**config.mk**
```make
export PLATFORM = sky130hd
export DESIGN_NAME = run_controller
export DESIGN_NICKNAME = d
export VERILOG_FILES = /design/src/rtl/cpu_ctrl_pkg.sv /design/src/rtl/tick_prescaler.sv /design/src/rtl/run_controller.sv
export SDC_FILE = /design/constraint.sdc
export NUM_CORES = 1
export LEC_CHECK = 0
export CAP_MARGIN = 5
export CORE_ASPECT_RATIO = 1.5
export CORE_MARGIN = 4
export CORE_UTILIZATION = 26
export CTS_BUF_LIST = sky130_fd_sc_hd__clkbuf_8
export DETAILED_ROUTE_END_ITERATION = 7
export SLEW_MARGIN = 20
export SYNTH_ARGS = -nofsm -noshare
export SYNTH_HDL_FRONTEND = slang
export SYNTH_SLANG_ARGS = --single-unit
```
**constraint.sdc**
```tcl
create_clock -name Clock -period 2.73 [get_ports Clock]
set_input_delay 0.273 -clock Clock [delete_from_list [all_inputs] [get_ports Clock]]
set_output_delay 0.273 -clock Clock [all_outputs]
set_load 0.03 [all_outputs]
```
**src/rtl/cpu_ctrl_pkg.sv**
```systemverilog
// cpu_ctrl_pkg: run-control state encodings and default prescaler terminal count
package cpu_ctrl_pkg;
  typedef enum logic [1:0] {HALT = 2'd0, RUN = 2'd1, STEP = 2'd2, BREAK = 2'd3} run_state_t;
  localparam logic [26:0] COUNT_MAX_DEFAULT = 27'd1_499_999;
endpackage

```
**src/rtl/tick_prescaler.sv**
```systemverilog
// tick_prescaler: pace tick every COUNT_MAX+1 cycles, or every cycle in turbo
module tick_prescaler
  import cpu_ctrl_pkg::*;
#(
  parameter logic [26:0] COUNT_MAX = COUNT_MAX_DEFAULT
) (
  input  logic Clock,
  input  logic Reset,
  input  logic Turbo,
  output logic Tick
);
  logic [26:0] count;
  // starting at 1 puts the first tick COUNT_MAX cycles after reset release
  always_ff @(posedge Clock)
    count <= Reset ? 27'd1 : (count == COUNT_MAX) ? 27'd0 : count + 27'd1;
  assign Tick = (count == 27'd0) || Turbo;
endmodule

```
**src/rtl/run_controller.sv**
```systemverilog
// run_controller: run/step/halt/breakpoint sequencing of CPU instruction execution
module run_controller
  import cpu_ctrl_pkg::*;
#(
  parameter logic [26:0] COUNT_MAX = COUNT_MAX_DEFAULT,
  parameter bit          START_RUN = 1'b1
) (
  input  logic        Clock,
  input  logic        Reset,
  input  logic        Turbo,
  input  logic        RunReq,
  input  logic        StepReq,
  input  logic        HaltReq,
  input  logic        BrkEn,
  input  logic [7:0]  BrkAddr,
  input  logic [7:0]  IP,
  output logic        Go,
  output logic [1:0]  State,
  output logic        BrkHit,
  output logic [15:0] InstrCount
);
  logic       tick, bp, skip;
  run_state_t state, state_nx;
  tick_prescaler #(.COUNT_MAX(COUNT_MAX)) u_prescaler (
    .Clock(Clock),
    .Reset(Reset),
    .Turbo(Turbo),
    .Tick (tick)
  );
  always_ff @(posedge Clock) begin
    if (Reset) begin
      state      <= START_RUN ? RUN : HALT;
      skip       <= 1'b0;
      BrkHit     <= 1'b0;
      InstrCount <= 16'd0;
    end else begin
      state      <= state_nx;
      // leaving BREAK lets the breakpointed instruction execute once before re-arming
      skip       <= (state == BREAK && state_nx != BREAK) ? 1'b1 : Go ? 1'b0 : skip;
      BrkHit     <= state == RUN && state_nx == BREAK;
      InstrCount <= InstrCount + 16'(Go);
    end
  end
  always_comb begin
    state_nx = state;
    case (state)
      HALT, BREAK: state_nx = HaltReq ? HALT : RunReq ? RUN : StepReq ? STEP : state;
      RUN:         state_nx = HaltReq ? HALT : (tick && bp) ? BREAK : RUN;
      STEP:        state_nx = (HaltReq || Go) ? HALT : STEP;
      default:     state_nx = HALT;
    endcase
  end
  always_comb begin
    bp    = BrkEn && (IP == BrkAddr) && !skip;
    Go    = !Reset && tick && ((state == RUN && !bp) || state == STEP);
    State = state;
  end
endmodule

```
# [After elaboration in Yosys (flattened, before gate mapping)]
# Cells that the tools add are included.
[op_classes] addsub=2 eq_ne=7 mux=10 n_reduce_logical=19
[ops] cell="$add 27x1->27 const B" count=1
[ops] cell="$eq 27x21->1 const B" count=1
[ops] cell="$logic_not 27->1" count=1
[ops] cell="$add 16x1->16" count=1
[ops] cell="$mux 2" count=6
[ops] cell="$eq 8x8->1" count=1
[ops] cell="$logic_and 1x1->1" count=8
[ops] cell="$eq 2x2->1 const B" count=3
[ops] cell="$pmux 2 s3" count=1
[ops] cell="$reduce_or 2->1" count=2
[ops] cell="$logic_not 1->1" count=3
[ops] cell="$logic_or 1x1->1" count=3
[ops] cell="$mux 1" count=3
[ops] cell="$eq 2x1->1 const B" count=1
[ops] cell="$logic_not 2->1" count=1
[ops] cell="$ne 2x2->1 const B" count=1
[ops] cell="$reduce_bool 2->1" count=1
[totals] regBits=47 in_bits=23 out_inout_bits=20 word_cells=44

# [Logic depth before layout (Yosys ltp)]
[depth] depth_word=13 mapped_depth=13 depth_no_buf=13

# [Hierarchy]
# From an unflattened synthesis, not the netlist that was laid out.
[unflattened] cells_unflattened=291 hier_area_um2=2506.2
[modules_own_cells] mod="tick_prescaler" instances=1 cells_each=175 area_per_inst_um2=1453.9 seq_area_each_um2=540.5
[modules_own_cells] mod="run_controller" instances=1 cells_each=116 area_per_inst_um2=1052.3 seq_area_each_um2=400.4

# [Worst setup path before layout]
# No wires, ideal clock.
[synth_path] path_type="register -> register" startpoint="register u_prescaler.count[0]" endpoint="register InstrCount[14]" setup_ns=0.128 t_arrival_ns=2.862 required_time_ns=2.602 setup_slack_ns=-0.260 path_stages_with_launch=14 path_buffers=0 synth_period_minus_slack_ns=2.990 path_cell_list="dfxtp_1 -> inv_1 -> ha_1 -> nor4b_1 -> and4_1 -> a21oi_1 -> nor3_1 -> ha_1 -> ha_1 -> and2_0 -> and3_1 -> nand3_1 -> xor2_1 -> nor2_1"
[synth_via] elab_chain_len=5
[synth_lines] item="from (decl)" line_no="tick_prescaler.sv:12" text="logic [26:0] count;"
[synth_lines] item="from (signal assigned)" line_no="tick_prescaler.sv:15" text="count <= Reset ? 27'd1 : (count == COUNT_MAX) ? 27'd0 : count + 27'd1;"
[synth_lines] item="$logic_not 27->1" line_no="tick_prescaler.sv:16" text="assign Tick = (count == 27'd0) || Turbo;"
[synth_lines] item="$logic_or 1x1->1" line_no="tick_prescaler.sv:16"
[synth_lines] item="$logic_and 1x1->1 (2 in series)" line_no="run_controller.sv:55" text="Go = !Reset && tick && ((state == RUN && !bp) || state == STEP);"
[synth_lines] item="net Go" line_no="run_controller.sv:17" text="output logic Go,"
[synth_lines] item="$add 16x1->16" line_no="run_controller.sv:41" text="InstrCount <= InstrCount + 16'(Go);"
[synth_lines] item="to (signal assigned)" line_no="run_controller.sv:41"
[synth_lines] item="to (decl)" line_no="run_controller.sv:20" text="output logic [15:0] InstrCount"
# The timed path passes the listed nets, and every way through them passes these cells.
# A chain may end at the register's enable or synchronous reset.

# [Worst setup path after layout]
[layout_path] startpoint="input BrkAddr[7]" endpoint="register InstrCount[14]"
[layout_via] elab_chain_len=8
[layout_lines] item="from (decl)" line_no="run_controller.sv:15" text="input logic [7:0] BrkAddr,"
[layout_lines] item="$eq 8x8->1" line_no="run_controller.sv:54" text="bp = BrkEn && (IP == BrkAddr) && !skip;"
[layout_lines] item="$logic_and 1x1->1 (2 in series)" line_no="run_controller.sv:54"
[layout_lines] item="$logic_not 1->1" line_no="run_controller.sv:55"
[layout_lines] item="$logic_and 1x1->1" line_no="run_controller.sv:55"
[layout_lines] item="$logic_or 1x1->1" line_no="run_controller.sv:55"
[layout_lines] item="$logic_and 1x1->1" line_no="run_controller.sv:55"
[layout_lines] item="$add 16x1->16" line_no="run_controller.sv:41"
# No other way between the ends.

==> flow_summary.rst <==
.. list-table::
   :header-rows: 1

   * - Metric
     - Value
   * - Power density over the cells
     - about 450 nW/um^2
   * - X dimension of the die
     - about 85 um
   * - Register bit total from synthesis
     - 47
   * - Cell total after placement
     - roughly 420
   * - Count of endpoints failing hold in the final timing report
     - 0
   * - Antenna diode instance count
     - 0
   * - Transition time of the tightest slew-check pin
     - ~0.56 ns
   * - Global-route track usage on met2
     - 0.186
   * - Share of cells above drive strength 1
     - 0.0903
   * - Sequential fraction of the synthesis area
     - 0.403
   * - Cts bufs inserted
     - 5
   * - Share of power burned in combinational logic
     - 0.090
   * - Clock tree from TritonCTS
     - built
   * - Count of final max-slew check failures
     - 0
   * - Routed wire length
     - 5.11 mm
   * - Post-synthesis cell count
     - 272
   * - FF-to-FF path depth
     - 13
   * - Stage delay of the slowest cell on the critical path
     - around 0.4 ns
   * - Fraction of post-synthesis cell area in the top cell type by area
     - 0.403
   * - Weighted congestion reported at the end of routability-driven placement
     - between 0.7 and 0.8
   * - Clock network power share
     - 0.387
   * - Count leader, synth
     - sky130_fd_sc_hd__dfxtp_1
   * - Area delta synth->final
     - 29.4%
   * - Area of the mapped netlist
     - roughly 2300 sq um
   * - Async S/R FF share, synth
     - 0
   * - Clock tree skew after final layout
     - 0.00843 ns
   * - Largest net degree at the start of global routing
     - 27
   * - Static leakage power
     - about 1.1 nW
   * - Category of the worst setup path capture point
     - flip-flop
   * - Initial core utilization
     - 0.266
   * - Post-Place Setup Slack
     - -0.0961 ns
   * - Nature of the critical path startpoint
     - input pin
   * - Internal power
     - ~1.1 mW
   * - Number of vias per cell
     - around 4.6
   * - Maximum ir drop on the vdd rail
     - between 0.2 and 0.3 mV
   * - Number of buffers inserted to repair setup after CTS
     - 0
   * - HPWL after detailed placement
     - 3.81 mm
   * - Crit Path Class
     - input pin to flip-flop
   * - Slack of the critical path
     - approximately 0.23 ns
   * - Yosys cell types
     - 38
   * - Nets@finish
     - 350
   * - Maximum level of the CTS H-tree
     - 2
   * - Met1 Use GR
     - 0.108
   * - Number of global-route vias before repair
     - approximately 2000
   * - M3 GR Usage
     - 0.0251
   * - Count of unresolved DRC violations after routing
     - 0
   * - Run status
     - completed
   * - Routed via count
     - 1984
   * - Average footprint of a synthesized cell
     - 8.59 sq um
   * - WL/cell
     - ~12 um
   * - Post-DRT Antenna Nets
     - 0
   * - Number of core rows
     - between 40 and 50
   * - Share of the cycle needed by the critical path after routing
     - 0.916
   * - Number of input and output port buffers inserted
     - 42
   * - IO Pins
     - 43
   * - Worst-Skew Late Latency
     - ~0.3 ns
   * - Most used routing layer in global routing
     - met2
   * - Final min period
     - roughly 2.5 ns
   * - Number of warnings printed during yosys synthesis
     - 0
   * - Switching share of power
     - 0.218
   * - First drt pass iteration count
     - 4
   * - Top flip-flop cell by instance count after synthesis
     - sky130_fd_sc_hd__dfxtp_1
   * - Final setup vio count
     - 0
   * - Highest clock frequency the design can meet
     - approximately 0.40 GHz
   * - Headroom to the max-slew limit
     - 0.628
   * - Post-route setup TNS
     - 0 ns
   * - Unrepaired setup endpoints after global routing
     - no
   * - Number of flops mapped to enable cells by yosys
     - 0
   * - Data arrival at the endpoint of the critical path
     - 2.69 ns
   * - Global-route wire length before repair
     - 8.71 mm
   * - Num Clock Sinks
     - 47
   * - Overall track demand over capacity in global routing
     - 0.100
   * - Power consumption
     - 1.35 mW
   * - List of most frequent post-synthesis cells
     - sky130_fd_sc_hd__dfxtp_1, sky130_fd_sc_hd__nor2_1, sky130_fd_sc_hd__xor2_1, sky130_fd_sc_hd__nand3_1, sky130_fd_sc_hd__nand2_1
   * - Core area
     - 8780 sq um
   * - CTS max path bufs
     - 2
   * - Vertical die dimension
     - around 120 um
   * - Clock Tree Root
     - sky130_fd_sc_hd__clkbuf_8
   * - Worst hold path stage count
     - 2
   * - Post-synthesis cell type with the largest combined area
     - sky130_fd_sc_hd__dfxtp_1
   * - Relative contribution of sequential cells to total power
     - 0.523
   * - Type of the worst min-delay path
     - flip-flop to flip-flop
   * - Maximum fanout encountered on the critical timing path
     - 3
   * - GRT Residual Overflow
     - 0
   * - Total Die Area
     - approximately 11000 sq um
   * - Switching power total
     - between 0.2 and 0.3 mW
   * - Crit path cell chain
     - clkdlybuf4s50_1, xor2_1, nor4_1, nand3_1, a21oi_1, nor3_2, ha_1, ha_1, and2_0, and3_1, nand3_1, xor2_1, nor2_1
   * - Data required time of the worst path
     - roughly 3 ns
   * - Max-cap violations
     - 0
   * - Net count after synthesis
     - between 300 and 400
   * - Clock transition at path regs
     - around 0.09 ns
   * - Detailed router's first-iteration violation count
     - 66
   * - Final instance count without filler cells
     - 431
   * - Max stage delay cell, worst path
     - sky130_fd_sc_hd__clkdlybuf4s50_1
   * - Top cells by area in the synthesized netlist
     - sky130_fd_sc_hd__dfxtp_1, sky130_fd_sc_hd__xor2_1, sky130_fd_sc_hd__nor2_1
   * - Number of antenna violations at the first check in global routing
     - 0
critical path, delay by kind of cell:
family	cells	cell delay (ns)
AOI/OAI and AO/OA	1	0.20
xor gates and xnor gates	2	0.30
adders and majority gates	2	0.43
buffers and inverters	1	0.41
and+or+nand+nor	7	1.08
repair_timing:
item                       CTS  global route
gates resized for setup      1             2
hold buffers                 0             0
setup endpoints to repair    1             4
state kept, by name, summed over array words and instances, names as in the netlist:
signal and flops:
InstrCount 16, u_prescaler.count 27, State 2, BrkHit 1, skip 1
kinds of logic (layout without fill, tap and decap cells):
kind of cell / count (synthesis) / count (layout) / share of synthesized area
simple gates: 135 / 135 / 0.303
flops: 47 / 47 / 0.403
xor+xnor: 40 / 40 / 0.150
compound gates: 25 / 25 / 0.0680
buf+inv: 18 / 67 / 0.0386
fa+ha+maj: 7 / 7 / 0.0375
worst paths after layout:
check | startpoint | to | slack (ns)
worst min register to register | InstrCount[7] | InstrCount[7] | 0.51
worst max register to register | u_prescaler.count[0] | InstrCount[14] | 0.26
worst min-delay path | InstrCount[7] | InstrCount[7] | 0.51
worst max-delay path | BrkAddr[7] | InstrCount[14] | 0.23
metrics by stage:
stage / hold slack (ns) / cell area (sq um) / utilization
after floorplan: 0.436 / 2340 / -
after global placement: 0.487 / 2900 / 0.330
after detailed placement: 0.500 / 2900 / 0.330
after CTS: 0.517 / 3010 / 0.343
after global routing: 0.557 / 3020 / 0.344
final: 0.506 / 3020 / 0.344
layout make-up:
type                            count  area [sq um]
Clock buffer                        6          82.6
Clock inverter                      2          35.0
Fill cell                         896          5750
Inverter                           11          41.3
Multi-Input combinational cell    207          1320
Sequential cell                    47           941
Tap cell                          110           138
Timing Repair Buffer               48           464
cells in the final DEF, fill, tap and decap left out, types with 3 or more instances in the layout:
cell type                          n
sky130_fd_sc_hd__ha_1              7
sky130_fd_sc_hd__xor2_1           30
sky130_fd_sc_hd__nor2_1           44
sky130_fd_sc_hd__buf_4             6
sky130_fd_sc_hd__a21oi_1           4
sky130_fd_sc_hd__nor2b_1           3
sky130_fd_sc_hd__nand3_1          21
sky130_fd_sc_hd__nor4_1            7
sky130_fd_sc_hd__dfxtp_1          47
sky130_fd_sc_hd__o21ai_0           9
sky130_fd_sc_hd__nand4_1           9
sky130_fd_sc_hd__xnor2_1          10
sky130_fd_sc_hd__clkdlybuf4s50_1  41
sky130_fd_sc_hd__nor3_1            6
sky130_fd_sc_hd__and3_1            6
sky130_fd_sc_hd__inv_1            11
sky130_fd_sc_hd__a21oi_2           5
sky130_fd_sc_hd__or3_1             8
sky130_fd_sc_hd__a31oi_1           3
sky130_fd_sc_hd__clkbuf_8          6
sky130_fd_sc_hd__nand2_1          14
routing by layer:
layer,up-vias,part of all wire
li1,1027,-
met4,0,0.015
met1,925,0.41
met5,-,0
met3,5,0.029
met2,27,0.55
power by group through the flow:
stage | Clock, mW | Sequential, mW | Combinational [mW]
floorplan | 0 | 0.728 | 0.0585
global placement | 0 | 0.722 | 0.121
detailed placement | 0 | 0.722 | 0.123
CTS | 0.548 | 0.706 | 0.122
global route | 0.568 | 0.708 | 0.136
finish | 0.523 | 0.706 | 0.122
(Power assumes the default switching activity.)
